==> src/rtl/cpu_types_pkg.sv <==
// cpu_types_pkg: shared core types (RAM word/state) plus arbiter state encoding and default starvation limit
package cpu_types_pkg;
  typedef logic [31:0] word_t;
  typedef enum logic [1:0] {FREE, BUSY, ACCESS, ERROR} ramstate_t;
  typedef enum logic [1:0] {IDLE, ISERV, DSERV, RETRY} arb_state_t;
  localparam int ARB_STARVE_LIMIT_DEF = 4;
endpackage

==> src/rtl/arb_starve_ctr.sv <==
// arb_starve_ctr: saturating count of consecutive data grants made while fetch waits
//   i_clk, i_rst_n : clock, async active-low reset
//   i_inc, i_clr   : count one data grant / clear on fetch grant (clear wins)
//   o_lim          : count has reached LIMIT
module arb_starve_ctr #(
  parameter int LIMIT = 4
) (
  input  logic i_clk,
  input  logic i_rst_n,
  input  logic i_inc,
  input  logic i_clr,
  output logic o_lim
);
  localparam int W = $clog2(LIMIT + 1);
  localparam logic [W-1:0] LIM = W'(LIMIT);
  logic [W-1:0] r_cnt;
  assign o_lim = r_cnt >= LIM;
  always_ff @(posedge i_clk or negedge i_rst_n)
    if (!i_rst_n) r_cnt <= '0;
    else if (i_clr) r_cnt <= '0;
    else if (i_inc && !o_lim) r_cnt <= r_cnt + 1'b1;
endmodule

==> src/rtl/mem_arbiter.sv <==
// mem_arbiter: shares one variable-latency RAM port between instruction fetch and data load/store
//   CLK, nRST                        : clock, async active-low reset
//   iREN/iaddr -> iwait/iload        : fetch port
//   dREN/dWEN/daddr/dstore -> dwait/dload : data port
//   ramREN/ramWEN/ramaddr/ramstore, ramload/ramstate : RAM port
//   busy                             : arbiter not idle
//   Macro ARB_FAIR_EN: fetch wins after STARVE_LIMIT consecutive data grants while it waits.
module mem_arbiter import cpu_types_pkg::*; #(
  parameter int STARVE_LIMIT = ARB_STARVE_LIMIT_DEF,
  parameter int ADDR_W = 32
) (
  input  logic              CLK,
  input  logic              nRST,
  input  logic              iREN,
  input  logic [ADDR_W-1:0] iaddr,
  output logic              iwait,
  output logic [ADDR_W-1:0] iload,
  input  logic              dREN,
  input  logic              dWEN,
  input  logic [ADDR_W-1:0] daddr,
  input  logic [ADDR_W-1:0] dstore,
  output logic              dwait,
  output logic [ADDR_W-1:0] dload,
  output logic              ramREN,
  output logic              ramWEN,
  output logic [ADDR_W-1:0] ramaddr,
  output logic [ADDR_W-1:0] ramstore,
  input  logic [ADDR_W-1:0] ramload,
  input  logic [1:0]        ramstate,
  output logic              busy
);
  arb_state_t        r_state;
  logic [ADDR_W-1:0] r_addr, r_data;
  logic              r_wr, r_dport, r_ramren, r_ramwen;
  logic              w_dreq, w_dgrant, w_idone, w_ddone;
  assign w_dreq = dREN | dWEN;
`ifdef ARB_FAIR_EN
  logic w_lim;
  arb_starve_ctr #(.LIMIT(STARVE_LIMIT)) u_starve (
    .i_clk  (CLK),
    .i_rst_n(nRST),
    .i_inc  (r_state == IDLE && w_dgrant && iREN),
    .i_clr  (r_state == IDLE && !w_dgrant && iREN),
    .o_lim  (w_lim)
  );
  assign w_dgrant = w_dreq && !(w_lim && iREN);
`else
  assign w_dgrant = w_dreq;
`endif
  assign w_idone  = r_state == ISERV && ramstate == ACCESS;
  assign w_ddone  = r_state == DSERV && ramstate == ACCESS;
  assign iwait    = iREN && !w_idone;
  assign dwait    = w_dreq && !w_ddone;
  // a requester that has already dropped its request gets nothing back
  assign iload    = (w_idone && iREN) ? ramload : '0;
  assign dload    = (w_ddone && w_dreq) ? ramload : '0;
  assign ramREN   = r_ramren;
  assign ramWEN   = r_ramwen;
  assign ramaddr  = r_addr;
  assign ramstore = r_data;
  assign busy     = r_state != IDLE;
  // strobes are registered alongside the state so they follow the next state exactly
  always_ff @(posedge CLK or negedge nRST)
    if (!nRST) begin
      r_state  <= IDLE;
      r_addr   <= '0;
      r_data   <= '0;
      r_wr     <= 1'b0;
      r_dport  <= 1'b0;
      r_ramren <= 1'b0;
      r_ramwen <= 1'b0;
    end else begin
      case (r_state)
        IDLE:
          if (w_dgrant) begin
            r_state  <= DSERV;
            r_addr   <= daddr;
            r_data   <= dstore;
            r_wr     <= dWEN;
            r_dport  <= 1'b1;
            r_ramren <= !dWEN;
            r_ramwen <= dWEN;
          end else if (iREN) begin
            r_state  <= ISERV;
            r_addr   <= iaddr;
            r_wr     <= 1'b0;
            r_dport  <= 1'b0;
            r_ramren <= 1'b1;
            r_ramwen <= 1'b0;
          end
        ISERV, DSERV:
          if (ramstate == ACCESS || ramstate == ERROR) begin
            r_state  <= ramstate == ACCESS ? IDLE : RETRY;
            r_ramren <= 1'b0;
            r_ramwen <= 1'b0;
          end
        RETRY: begin
          r_state  <= r_dport ? DSERV : ISERV;
          r_ramren <= !r_wr;
          r_ramwen <= r_wr;
        end
        default: r_state <= IDLE;
      endcase
    end
endmodule

==> config.mk <==
export PLATFORM = sky130hd
export DESIGN_NAME = mem_arbiter
export DESIGN_NICKNAME = d
export VERILOG_FILES = /design/src/rtl/cpu_types_pkg.sv /design/src/rtl/arb_starve_ctr.sv /design/src/rtl/mem_arbiter.sv
export SDC_FILE = /design/constraint.sdc
export NUM_CORES = 1
export LEC_CHECK = 0
export CAP_MARGIN = 25
export CORE_MARGIN = 1.5
export CORE_UTILIZATION = 35
export CTS_BUF_LIST = sky130_fd_sc_hd__clkbuf_8
export DETAILED_ROUTE_END_ITERATION = 8
export GPL_TIMING_DRIVEN = 0
export PLACE_DENSITY_LB_ADDON = 0.25
export SETUP_SLACK_MARGIN = 0.5
export SYNTH_ARGS = -nofsm -noshare
export SYNTH_HDL_FRONTEND = slang
export SYNTH_SLANG_ARGS = --single-unit
==> constraint.sdc <==
create_clock -name CLK -period 2.2 [get_ports CLK]
set_input_delay 0.44 -clock CLK [delete_from_list [all_inputs] [get_ports CLK]]
set_output_delay 0.44 -clock CLK [all_outputs]
set_load 0.01 [all_outputs]
Word level (Yosys, flattened, before mapping) --
Index checks and enable logic that the tools add are counted.
Operators by class: equal/unequal tests 7, mux-type cells 18, bitwise logic cells 1, reduce and logical (&&, ||, !) cells 18
Operator list (count):
- 32-bit two-way mux | 4
- 2-bit two-way mux | 5
- 2-bit == test (second input constant) | 4
- 1-bit logical AND | 6
- 1-bit two-way mux | 6
- 1-bit case mux with 3 select lines | 2
- 2-bit case mux with 3 select lines | 1
- 2-bit AND reduction | 3
- 1-bit zero test | 4
- 2-bit nonzero test | 2
- 3-bit != test (second input constant) | 1
- 2-bit by 1-bit == test with 1-bit output (second input constant) | 1
- 2-bit zero test | 1
- 2-bit != test (second input constant) | 1
- 2-bit OR reduction | 1
- 1-bit logical OR | 1
- 1-bit OR | 1
Storage, ports and cells: flip-flop bits (word level) 70

Depth between registers and ports, before layout --
word-level depth 4, depth in mapped cells 7

Least setup slack after synthesis --
No wires, ideal clock.
path type register -> output, from reg r_state[0], to out dload[10], arrival time 1.262 ns, data required time 1.760 ns, setup slack 0.498 ns, stages on the path, launching flop included 6, path buffers 1, cell sequence dfrtp_1 -> inv_1 -> ha_1 -> nor3b_4 -> clkbuf_1 -> and2_1
On the way: word-level cells in the longest chain between the ends 4
RTL lines:
- from (decl) | RTL line mem_arbiter.sv:32 | arb_state_t r_state;
- from (signal assigned) | RTL line mem_arbiter.sv:93 | r_state <= ramstate == ACCESS ? IDLE : RETRY;
- from (signal assigned) | RTL line mem_arbiter.sv:98 | r_state <= r_dport ? DSERV : ISERV;
- 2-bit == test | RTL line mem_arbiter.sv:51 | assign w_ddone = r_state == DSERV && ramstate == ACCESS;
- 1-bit logical AND | RTL line mem_arbiter.sv:51
- 1-bit logical AND | RTL line mem_arbiter.sv:56 | assign dload = (w_ddone && w_dreq) ? ramload : '0;
- 32-bit two-way mux | RTL line mem_arbiter.sv:56
- to (decl) | RTL line mem_arbiter.sv:23 | output logic [ADDR_W-1:0] dload,
No other way between the ends.

Worst setup path in the final report --
from reg r_state[0], to out dload[3]
The elaborated chain is that of the path after synthesis.

==> summary.txt <==
Global route
  • Total track usage: 0.221
  • GR Overflow Total: 0
  • Largest net degree at the start of global routing: 71
  • Initial antenna violation count: 1
  • First-pass GRT wire length: around 19 mm
  • Vias in the first global route: 3684

Drt
  • Met2 wire length: just over 7 mm
  • Routed wire per std cell: 16.6 um
  • Final WL: roughly 13 mm
  • Final ANT Viol Nets: 0
  • Metal-1 WL: 4.18 mm
  • DRT Pass-1 Iters: 4
  • DR DRC count: 0
  • Initial DRC Count: 91
  • DR vias/cell: 4.68
  • Vias: 3554
  • Highest Signal Layer: met4
  • Metal3 WL: 1.03 mm

Finish
  • Area delta synth->final: 94.4%
  • Footprint of the multi-input gates: 0.00186 mm2
  • Register Area: 0.00175 mm2
  • Fillers: roughly 750
  • Share of cells above drive strength 1: 0.333
  • Layout Cells excl Fill: about 760
  • Final-stage net count: 761

Synth
  • Cells after Synth: 324
  • Ys flop type: dfrtp_1
  • Yosys top cell by area: dfrtp_1
  • Commonest cells in the netlist: dfrtp_1, and2_1, nand2_1
  • Yosys cell types: 30
  • Count leader, synth: dfrtp_1
  • Yosys reg bits: 70
  • Async SR Flop Fraction: 1.00
  • Seq/Total Area, Yosys: 0.488
  • Syn Nets: 464
  • Post-synth EDFFs: 0
  • Syn. warnings: 0
  • Syn_area_per_cell: around 11 um2
  • Synth area leaders: dfrtp_1, and2_1, mux2_2
  • Top-area cell type share of the netlist area: 0.488
  • Cell Area, Synth: approximately 0.0036 mm2

Setup path
  • Critical path fanouts, max: 8
  • Path type of the worst setup path: reg -> out
  • Critical path launch point type: register
  • Crit path DAT: ~1.7 ns
  • CP required: 1.76 ns
  • CP Capture Type: primary output

Timing
  • Setup TNS Final: 0 ns
  • Max Clk Rate: ~460 MHz
  • Slew @ Worst Pin: 0.883 ns
  • Period utilization: 0.986
  • Clock Skews: roughly 0.011 ns
  • Final hold violations: 0
  • Fin. max-slew vios: 0
  • Unrepaired setup endpoints after global routing: yes
  • Worst hold slack: 0.212 ns
  • Relative slew margins: 0.412
  • Post-layout min period: 2.17 ns
  • Finish-stage setup viols: 0

Clock tree
  • CTS tree: built
  • Max Buffers Root-to-Sink: 2
  • Total CTS buffers: 9
  • # hold bufs at CTS: 0
  • H-tree level count: 3
  • Root Driver: clkbuf_8
  • Clock slew at reported path FFs: 0.08 ns
  • Clock latency on the worst-skew pair: 0.35 ns
  • CTS sink cnt: 70

Pwr
  • Maximum vdd drop: ~660 uV
  • Tot Pwr: 7.04 mW
  • P_leak: ~3.5 nW
  • P per Cell Area: 1010 mW/mm2

Die
  • Total core area: 0.00986 mm2
  • Initial Util: 0.364
  • DIE HEIGHT: 104 um
  • Rows: 36
  • DIE AREA: around 0.011 mm2
  • I/O pins: 268
  • Die X-Extent: approximately 100 um

Flow run
  • Maxcap violations: 0

Place
  • PortBufs: between 200 and 300
  • Placed cells: about 720
  • DPL Wire Length: 9.18 mm
  • GPL Wtd Cong: 0.863

Outcome
  • Status: finished clean

Hold path
  • Hold Path Class: in -> async
final cells by class:
type,count,share of cell area
plain buffers,21,0.0321
clock inverters,6,0.00807
diodes,1,0.000359
multi-input cells,228,0.267
inverters,6,0.00323
well taps,133,0.0239
flip-flops and latches,70,0.251
repair buffers,285,0.396
clock buffers,9,0.0178
per-layer routing:
layer  vias up  global-route usage
li1       1686                   -
met1      1688               0.202
met2       163               0.435
met3        17              0.0808
met4         0              0.0843
met5         -                   0
repair_timing:
action	4_1_cts	5_1_grt
endpoints found under the setup margin	114	123
pin swaps	37	6
setup buffers	5	6
gates resized for setup	385	98
cloned	6	4
hold endpoints to repair	0	0
path summary, 6_finish.rpt:
path	from	endpoint	slack, ns	cells after the start
worst min-delay path	nRST	ramstore[25]	0.21	1
worst max-delay path	r_state[0]	dload[3]	0.03	7
max in group asynchronous	nRST	r_dport	1.41	1
worst max register to register	r_state[1]	r_state[1]	0.47	7
worst min register to register	ramaddr[2]	ramaddr[2]	0.48	2
min in group CLK	dWEN	r_wr	0.44	2
cells by family (layout without fill, tap and decap cells):
family / after synthesis / in the layout / synth area share
AND/OR/NAND/NOR: 112 / 112 / 0.181
flip-flops: 70 / 70 / 0.488
AO/OA/AOI/OAI: 44 / 45 / 0.0726
buffers and inverters: 27 / 327 / 0.0446
other: 0 / 1 / 0
adder cells (fa/ha/maj): 5 / 5 / 0.0174
multiplexers: 66 / 66 / 0.196
metrics by stage:
stage / utilization / setup slack (ns) / area (um2)
after global routing: 0.707 / -0.0772 / 6970
after CTS: 0.666 / 0.0242 / 6570
final: 0.707 / 0.0305 / 6970
after detailed placement: 0.649 / -0.700 / 6400
after floorplan: - / 0.548 / 3590
after global placement: 0.650 / -1.62 / 6410
state kept, by name, indices dropped and copies added, names as in the netlist:
register / cells
ramaddr: 32
ramstore: 32
r_state: 2
r_dport: 1
r_wr: 1
ramREN: 1
ramWEN: 1
worst max-delay path: stages (launching register included):
cell and delay (ns):
dfrtp_1 0.42, inv_2 0.10, ha_4 0.13, nor3b_4 0.18, buf_6 0.19, buf_8 0.13, and2_4 0.14, buf_6 0.09
layout by cell type (no fill, tap or decap), types with 3 or more instances in the layout:
cell | netlist | layout
and2_1 | 64 | 31
and2_4 | 0 | 33
buf_2 | 0 | 32
buf_4 | 11 | 14
buf_6 | 2 | 47
buf_8 | 0 | 13
clkbuf_8 | 0 | 9
clkdlybuf4s50_1 | 0 | 129
dfrtp_1 | 70 | 70
dlygate4sd2_1 | 0 | 48
dlymetal6s2s_1 | 0 | 20
inv_1 | 6 | 5
inv_2 | 0 | 3
mux2_2 | 34 | 28
mux2_4 | 0 | 6
mux2i_1 | 32 | 32
nand2_1 | 35 | 35
o21ai_0 | 33 | 33
where the power goes:
group	switching (mW)	total, mW	leakage (nW)	internal, mW
Sequential	0.320	2.25	0.847	1.93
Clock	0.477	0.984	0.101	0.507
Combinational	1.67	3.80	2.53	2.13
Total	2.47	7.04	3.48	4.57
No activity file was read; power rests on OpenSTA's default activity.
